==> config.mk <==
export PLATFORM = sky130hd
export DESIGN_NAME = mult_div_unit
export DESIGN_NICKNAME = d
export VERILOG_FILES = /design/src/rtl/mdu_pkg.sv /design/src/rtl/div_core.sv /design/src/rtl/mult_div_unit.sv
export SDC_FILE = /design/constraint.sdc
export NUM_CORES = 2
export LEC_CHECK = 0
export BUFFER_PORTS_ARGS = -buffer_cell sky130_fd_sc_hd__buf_2
export CAP_MARGIN = 20
export CORE_MARGIN = 2
export CORE_UTILIZATION = 60
export DETAILED_ROUTE_END_ITERATION = 10
export PLACE_DENSITY_LB_ADDON = 0.25
export SYNTH_ARGS = -nofsm -noshare
export SYNTH_HDL_FRONTEND = slang
export SYNTH_SLANG_ARGS = --single-unit
==> constraint.sdc <==
create_clock -name clk -period 9 [get_ports clk]
set_clock_uncertainty 0.15 [all_clocks]
set_input_delay 2.25 -clock clk [delete_from_list [all_inputs] [get_ports clk]]
set_output_delay 2.25 -clock clk [all_outputs]
set_load 0.02 [all_outputs]
==> src/rtl/mdu_pkg.sv <==
// Shared definitions for the multiply/divide unit: op and state encodings, default sizes.
package mdu_pkg;

    localparam int unsigned DATA_WIDTH_DEF   = 32;
    localparam int unsigned MULT_LATENCY_DEF = 4;

    typedef enum logic [2:0] {
        OP_MULT  = 3'd0,
        OP_MULTU = 3'd1,
        OP_DIV   = 3'd2,
        OP_DIVU  = 3'd3,
        OP_MTHI  = 3'd4,
        OP_MTLO  = 3'd5
    } op_e;

    typedef enum logic [1:0] {
        ST_IDLE    = 2'd0,
        ST_MUL_RUN = 2'd1,
        ST_DIV_RUN = 2'd2,
        ST_DIV_FIX = 2'd3
    } state_e;

endpackage

==> src/rtl/div_core.sv <==
// Unsigned radix-2 restoring divider: one quotient bit per cycle, DATA_WIDTH cycles per divide.
module div_core
    import mdu_pkg::*;
#(
    parameter int unsigned DATA_WIDTH = DATA_WIDTH_DEF
) (
    input  logic                  clk,
    input  logic                  reset,
    input  logic                  start,
    input  logic                  abort,
    input  logic [DATA_WIDTH-1:0] dividend,
    input  logic [DATA_WIDTH-1:0] divisor,
    output logic                  busy,
    output logic                  done_c,
    output logic [DATA_WIDTH-1:0] quotient,
    output logic [DATA_WIDTH-1:0] remainder
);

    localparam int unsigned CW = $clog2(DATA_WIDTH + 1);

    logic [DATA_WIDTH-1:0] rem_q, rem_d, quo_q, quo_d, dvs_q, dvs_d;
    logic [CW-1:0]         cnt_q, cnt_d;
    logic                  busy_q, busy_d;
    logic [DATA_WIDTH:0]   shifted, trial;

    always_comb begin
        rem_d   = rem_q;
        quo_d   = quo_q;
        dvs_d   = dvs_q;
        cnt_d   = cnt_q;
        busy_d  = busy_q;
        shifted = {rem_q, quo_q[DATA_WIDTH-1]};
        // No borrow out of the top bit means the divisor fits into the partial remainder.
        trial   = shifted - {1'b0, dvs_q};
        if (abort) begin
            busy_d = 1'b0;
        end else if (busy_q) begin
            if (!trial[DATA_WIDTH]) begin
                rem_d = trial[DATA_WIDTH-1:0];
                quo_d = {quo_q[DATA_WIDTH-2:0], 1'b1};
            end else begin
                rem_d = shifted[DATA_WIDTH-1:0];
                quo_d = {quo_q[DATA_WIDTH-2:0], 1'b0};
            end
            cnt_d = cnt_q - CW'(1);
            if (cnt_q == CW'(1)) begin
                busy_d = 1'b0;
            end
        end else if (start) begin
            rem_d  = '0;
            quo_d  = dividend;
            dvs_d  = divisor;
            cnt_d  = CW'(DATA_WIDTH);
            busy_d = 1'b1;
        end
    end

    always_ff @(posedge clk) begin
        if (reset) begin
            rem_q  <= '0;
            quo_q  <= '0;
            dvs_q  <= '0;
            cnt_q  <= '0;
            busy_q <= 1'b0;
        end else begin
            rem_q  <= rem_d;
            quo_q  <= quo_d;
            dvs_q  <= dvs_d;
            cnt_q  <= cnt_d;
            busy_q <= busy_d;
        end
    end

    // Final iteration is in progress; quotient/remainder are valid after this edge.
    assign done_c    = busy_q && !abort && (cnt_q == CW'(1));
    assign busy      = busy_q;
    assign quotient  = quo_q;
    assign remainder = rem_q;

endmodule

==> src/rtl/mult_div_unit.sv <==
// HI/LO multiply/divide unit: fixed-latency multiplier, iterative divider, MTHI/MTLO writes.
module mult_div_unit
    import mdu_pkg::*;
#(
    parameter int unsigned DATA_WIDTH   = DATA_WIDTH_DEF,
    parameter int unsigned MULT_LATENCY = MULT_LATENCY_DEF
) (
    input  logic                  clk,
    input  logic                  reset,
    input  logic                  start,
    input  logic [2:0]            op,
    input  logic [DATA_WIDTH-1:0] a,
    input  logic [DATA_WIDTH-1:0] b,
    input  logic                  flush,
    output logic                  busy,
    output logic                  done,
    output logic                  div_by_zero,
    output logic [DATA_WIDTH-1:0] hi,
    output logic [DATA_WIDTH-1:0] lo
);

    localparam int unsigned PW = 2 * DATA_WIDTH;
    localparam int unsigned CW = $clog2(MULT_LATENCY + 1);

    state_e                state_q, state_d;
    logic [DATA_WIDTH-1:0] a_q, a_d, b_q, b_d, hi_q, hi_d, lo_q, lo_d;
    logic                  signed_q, signed_d;
    logic [CW-1:0]         cnt_q, cnt_d;
    logic                  busy_q, busy_d, done_q, done_d, dbz_q, dbz_d;

    logic [PW-1:0]         a_ext, b_ext, product;
    logic [DATA_WIDTH-1:0] dvd_mag_c, dvs_mag_c, div_quo, div_rem;
    logic                  div_start_c, div_busy, div_done_c, q_neg, r_neg;

    // Operands widened so one multiplier serves both signed and unsigned products.
    assign a_ext   = signed_q ? {{DATA_WIDTH{a_q[DATA_WIDTH-1]}}, a_q} : {{DATA_WIDTH{1'b0}}, a_q};
    assign b_ext   = signed_q ? {{DATA_WIDTH{b_q[DATA_WIDTH-1]}}, b_q} : {{DATA_WIDTH{1'b0}}, b_q};
    assign product = a_ext * b_ext;

    assign dvd_mag_c = ((op == OP_DIV) && a[DATA_WIDTH-1]) ? -a : a;
    assign dvs_mag_c = ((op == OP_DIV) && b[DATA_WIDTH-1]) ? -b : b;
    assign q_neg     = signed_q && (a_q[DATA_WIDTH-1] ^ b_q[DATA_WIDTH-1]);
    assign r_neg     = signed_q && a_q[DATA_WIDTH-1];

    div_core #(.DATA_WIDTH(DATA_WIDTH)) u_div_core (
        .clk       (clk),
        .reset     (reset),
        .start     (div_start_c),
        .abort     (flush),
        .dividend  (dvd_mag_c),
        .divisor   (dvs_mag_c),
        .busy      (div_busy),
        .done_c    (div_done_c),
        .quotient  (div_quo),
        .remainder (div_rem)
    );

    always_comb begin
        state_d     = state_q;
        a_d         = a_q;
        b_d         = b_q;
        hi_d        = hi_q;
        lo_d        = lo_q;
        signed_d    = signed_q;
        cnt_d       = cnt_q;
        done_d      = 1'b0;
        dbz_d       = 1'b0;
        div_start_c = 1'b0;
        case (state_q)
            ST_IDLE: begin
                if (start && !flush) begin
                    case (op)
                        OP_MULT, OP_MULTU: begin
                            a_d      = a;
                            b_d      = b;
                            signed_d = (op == OP_MULT);
                            cnt_d    = CW'(MULT_LATENCY - 1);
                            state_d  = ST_MUL_RUN;
                        end
                        OP_DIV, OP_DIVU: begin
                            if (b == '0) begin
                                done_d = 1'b1;
                                dbz_d  = 1'b1;
                            end else begin
                                a_d         = a;
                                b_d         = b;
                                signed_d    = (op == OP_DIV);
                                div_start_c = 1'b1;
                                state_d     = ST_DIV_RUN;
                            end
                        end
                        OP_MTHI: hi_d = a;
                        OP_MTLO: lo_d = a;
                        default: ;
                    endcase
                end
            end
            ST_MUL_RUN: begin
                if (flush) begin
                    state_d = ST_IDLE;
                end else if (cnt_q == '0) begin
                    {hi_d, lo_d} = product;
                    done_d       = 1'b1;
                    state_d      = ST_IDLE;
                end else begin
                    cnt_d = cnt_q - CW'(1);
                end
            end
            ST_DIV_RUN: begin
                if (flush || !div_busy) begin
                    state_d = ST_IDLE;
                end else if (div_done_c) begin
                    state_d = ST_DIV_FIX;
                end
            end
            ST_DIV_FIX: begin
                if (flush) begin
                    state_d = ST_IDLE;
                end else begin
                    lo_d    = q_neg ? -div_quo : div_quo;
                    hi_d    = r_neg ? -div_rem : div_rem;
                    done_d  = 1'b1;
                    state_d = ST_IDLE;
                end
            end
            default: state_d = ST_IDLE;
        endcase
        busy_d = (state_d != ST_IDLE);
    end

    always_ff @(posedge clk) begin
        if (reset) begin
            state_q  <= ST_IDLE;
            a_q      <= '0;
            b_q      <= '0;
            hi_q     <= '0;
            lo_q     <= '0;
            signed_q <= 1'b0;
            cnt_q    <= '0;
            busy_q   <= 1'b0;
            done_q   <= 1'b0;
            dbz_q    <= 1'b0;
        end else begin
            state_q  <= state_d;
            a_q      <= a_d;
            b_q      <= b_d;
            hi_q     <= hi_d;
            lo_q     <= lo_d;
            signed_q <= signed_d;
            cnt_q    <= cnt_d;
            busy_q   <= busy_d;
            done_q   <= done_d;
            dbz_q    <= dbz_d;
        end
    end

    assign busy        = busy_q;
    assign done        = done_q;
    assign div_by_zero = dbz_q;
    assign hi          = hi_q;
    assign lo          = lo_q;

endmodule

==> metrics.md <==
| Metric | Value |
|---|---|
| Status | `complete, no violations` |
| Initial core utilization | `0.6060` |
| Reg power frac | `0.342` |
| Die Ht | `around 330 µm` |
| Tightest Pin Transition | `~1.1 ns` |
| Yosys reg bits | `240` |
| Via count | `around 49000` |
| PD cells | `48.32 nW/µm²` |
| Antenna violations before repair | `11` |
| CTS sink cnt | `240` |
| Crit-path slowest cell | `fa_2` |
| Top post-synthesis cells by count | `inv_1, fa_1, nand2_1` |
| Crit path DAT | `between 9 and 10 ns` |
| Rows | `117` |
| Clock Path Buffers | `3` |
| Hold path start | `lo[6]` |
| Worst r2r src | `signed_q` |
| CP max FO | `7` |
| Leading area contributor after synthesis | `fa_1` |
| Final worst slack | `0.1970 ns` |
| Number of buffers added on ports | `about 140` |
| Worst-Skew Late Latency | `slightly below 0.6 ns` |
| Crit path buffers/inverters | `9` |
| Place WS | `-0.1931 ns` |
| Routability cong. | `slightly below 1` |
| R2r setup slk | `approximately 0.2 ns` |
| Crit path largest cell delay | `around 0.61 ns` |
| Met2 routed WL | `about 90 mm` |
| Final core occ | `0.6700` |
| Fin crit share | `0.9781` |
| Metal-1 WL | `71.21 mm` |
| RSZ-0062 raised after global routing | `true` |
| Slew HR | `0.2881` |
| DR DRC count | `0` |
| Top FF cell, synth | `dfxtp_1` |
| Routed WL | `approximately 190 mm` |
| Comb power frac | `0.289` |
| Vias per cell | `~5.7` |
| CTS tree | `done` |
| Distinct cells, synth | `81` |
| Layout cells sized above 1 | `0.1053` |
| Sw Pwr | `0.001175 W` |
| Hold crit path type | `flip-flop to flip-flop` |
| Sw frac | `0.3556` |
| Power Internal | `approximately 0.0021 W` |
| CP required | `9.32 ns` |
| Inst Count DP | `around 8500` |
| Clock Tree Root | `clkbuf_16` |
| Async set-or-reset flop fraction in the synthesized netlist | `0` |
| Hold violation count in the final report | `0` |
| DR WL/cell | `approximately 22 µm` |
| Most used cell, CP | `fa_1` |
| DIE WIDTH | `about 330 µm` |
| Final Non-Filler Cells | `~8600` |
| Worst setup path class | `flip-flop to flip-flop` |
| Yosys warning total | `0` |
| Final hold slack | `roughly 0.30 ns` |
| First-pass GRT wire length | `~290 mm` |
| DR top layer | `met5` |
| Synth-to-layout area growth | `10.57%` |
| Leak Pwr | `34.25 nW` |
| Proportion of netlist area held by the largest area contributor | `0.4598` |
| EDFF count, synth | `0` |
| Worst setup EP type | `flip-flop` |
| CTS H-tree lvls | `1` |
| Area occupied by registers | `about 4900 µm²` |
| Post-layout min period | `between 8 and 9 ns` |
| Worst r2r dst | `hi[31]` |
| Final slew viol count | `0` |
| Most common cell in the netlist | `inv_1` |
| Io pins | `roughly 140` |
| Cell family with most CP delay | `adder cells` |
| Final-report setup violation count | `0` |
| FILL cells | `roughly 8300` |
| Remaining antenna violation count | `0` |
| TritonCTS Buffers | `28` |
| Final net count | `between 9000 and 10000` |
| Largest net degree at the start of global routing | `90` |
| Vias in the first global route | `~52000` |
| DR iter-0 viols | `3984` |
| Hold EP | `lo[6]` |
| Worst reg-to-reg path cell count | `29` |
| Sequential area share after synthesis | `0.07771` |
| Critical Path Start Type | `flip-flop` |
| Post-CTS Hold Buffers | `0` |
| Core area | `slightly above 100000 µm²` |
| Total track usage | `0.3554` |
| Router iterations before antenna repair | `6` |
| Die ar. | `105600 µm²` |
| WHS Path Cells | `2` |
| Reg clk slew, reported paths | `roughly 0.060 ns` |
| Fmax | `around 110 MHz` |
| Met3 WL | `~16 mm` |
| Max VDD drop | `roughly 0.0001 V` |
| HPWL after DPL | `151.8 mm` |
| Cells after synthesis | `7019` |
| Mapped Nets | `slightly below 9000` |
| Largest cells by area after synthesis | `fa_1, inv_1, dfxtp_1` |
| Global route overflow | `0` |
| Clock network power share | `0.368` |
| Synthesized cell area | `61830 µm²` |
| Area occupied by multi-input gates | `around 50000 µm²` |
| Max Cap Viol | `0` |
| Syn_area_per_cell | `8.809 µm²` |
[what timing repair did]
item,4_1_cts,5_1_grt
pin swaps,0,80
setup buffers,0,38
resized for setup,10,185
cloned,0,15
setup endpoints to repair,17,36
[how the worst max path moves through the flow]
stage	from	end	slack, ns	cells after the start
6_report	signed_q	hi[31]	0.20	29
5_1_grt	signed_q	hi[31]	-0.06	33
4_1_cts	a_q[31]	hi[29]	0.003	34
3_5_place_dp	b_q[8]	hi[30]	-0.19	31
3_3_place_gp	b_q[8]	hi[30]	-0.18	31
2_1_floorplan	a_q[31]	hi[29]	-0.02	34
[power groups by stage]
stage	clock network (W)	logic, W	registers, W
3_3_place_gp	0	0.000878	0.00115
3_5_place_dp	0	0.000889	0.00115
6_report	0.00122	0.000956	0.00113
2_1_floorplan	0	0.000520	0.00115
5_1_grt	0.00126	0.00103	0.00113
4_1_cts	0.00122	0.000895	0.00113
[cell usage in the layout, fill, tap and decap left out, drive strengths merged, types with 203 or more instances in the layout]
master,instances
dfxtp,240
ha,349
o21ai,208
fa,1420
nand2,915
inv,1599
and2,576
nor2,203
a21oi,303
buf,502
[flip-flops by register name (all words and copies together) (netlist names), 2 cells and up]
name / count
state_q: 2
u_div_core.dvs_q: 32
hi: 32
b_q: 32
u_div_core.cnt_q: 6
lo: 32
u_div_core.quotient: 32
u_div_core.remainder: 32
a_q: 32
cnt_q: 3
[final cells by class]
cell class                 instances  share of cell area
clock buffer                      38             0.01153
clock inverter                    12            0.002288
multi-input combinational       4812              0.7322
sequential                       240             0.07163
antenna                           10           0.0003660
timing repair buffer             517             0.06916
inverter                        1599             0.08779
tap                             1368             0.02504
[metal layers]
| layer | global-route usage | vias up |
|---|---|---|
| met3 | 0.05153 | 624 |
| met5 | 0 | - |
| met1 | 0.4612 | 24970 |
| met4 | 0.1883 | 8 |
| met2 | 0.5811 | 2169 |
| li1 | - | 21350 |
[worst reg2reg max path, delay by kind of cell, from the launching register on]
family / cells / cell delay [ns]
adders and majority gates: 11 / 5.65
buffers and inverters: 9 / 1.12
and+or+nand+nor: 4 / 0.79
AOI/OAI and AO/OA: 5 / 0.66
DFF: 1 / 0.33
[kinds of logic after synthesis]
group | Yosys count | share of synthesized area
buffers and inverters | 1967 | 0.1203
AND/OR/NAND/NOR | 1942 | 0.1509
adder cells (fa/ha/maj) | 1772 | 0.5309
AO/OA/AOI/OAI | 827 | 0.08147
XOR/XNOR | 254 | 0.03598
flip-flops | 240 | 0.07771
multiplexers | 17 | 0.002752
[metrics by stage]
stage                     setup TNS (ns)  area (µm²)  power, W
final                                  0       68360  0.003303
after global routing             -0.1963       68350  0.003420
after detailed placement         -0.9158       66050  0.002041
after CTS                              0       67020  0.003244
after global placement           -0.5532       66050  0.002029
after floorplan                 -0.01651       61860  0.001667
No activity file was read; power rests on OpenSTA's default activity.
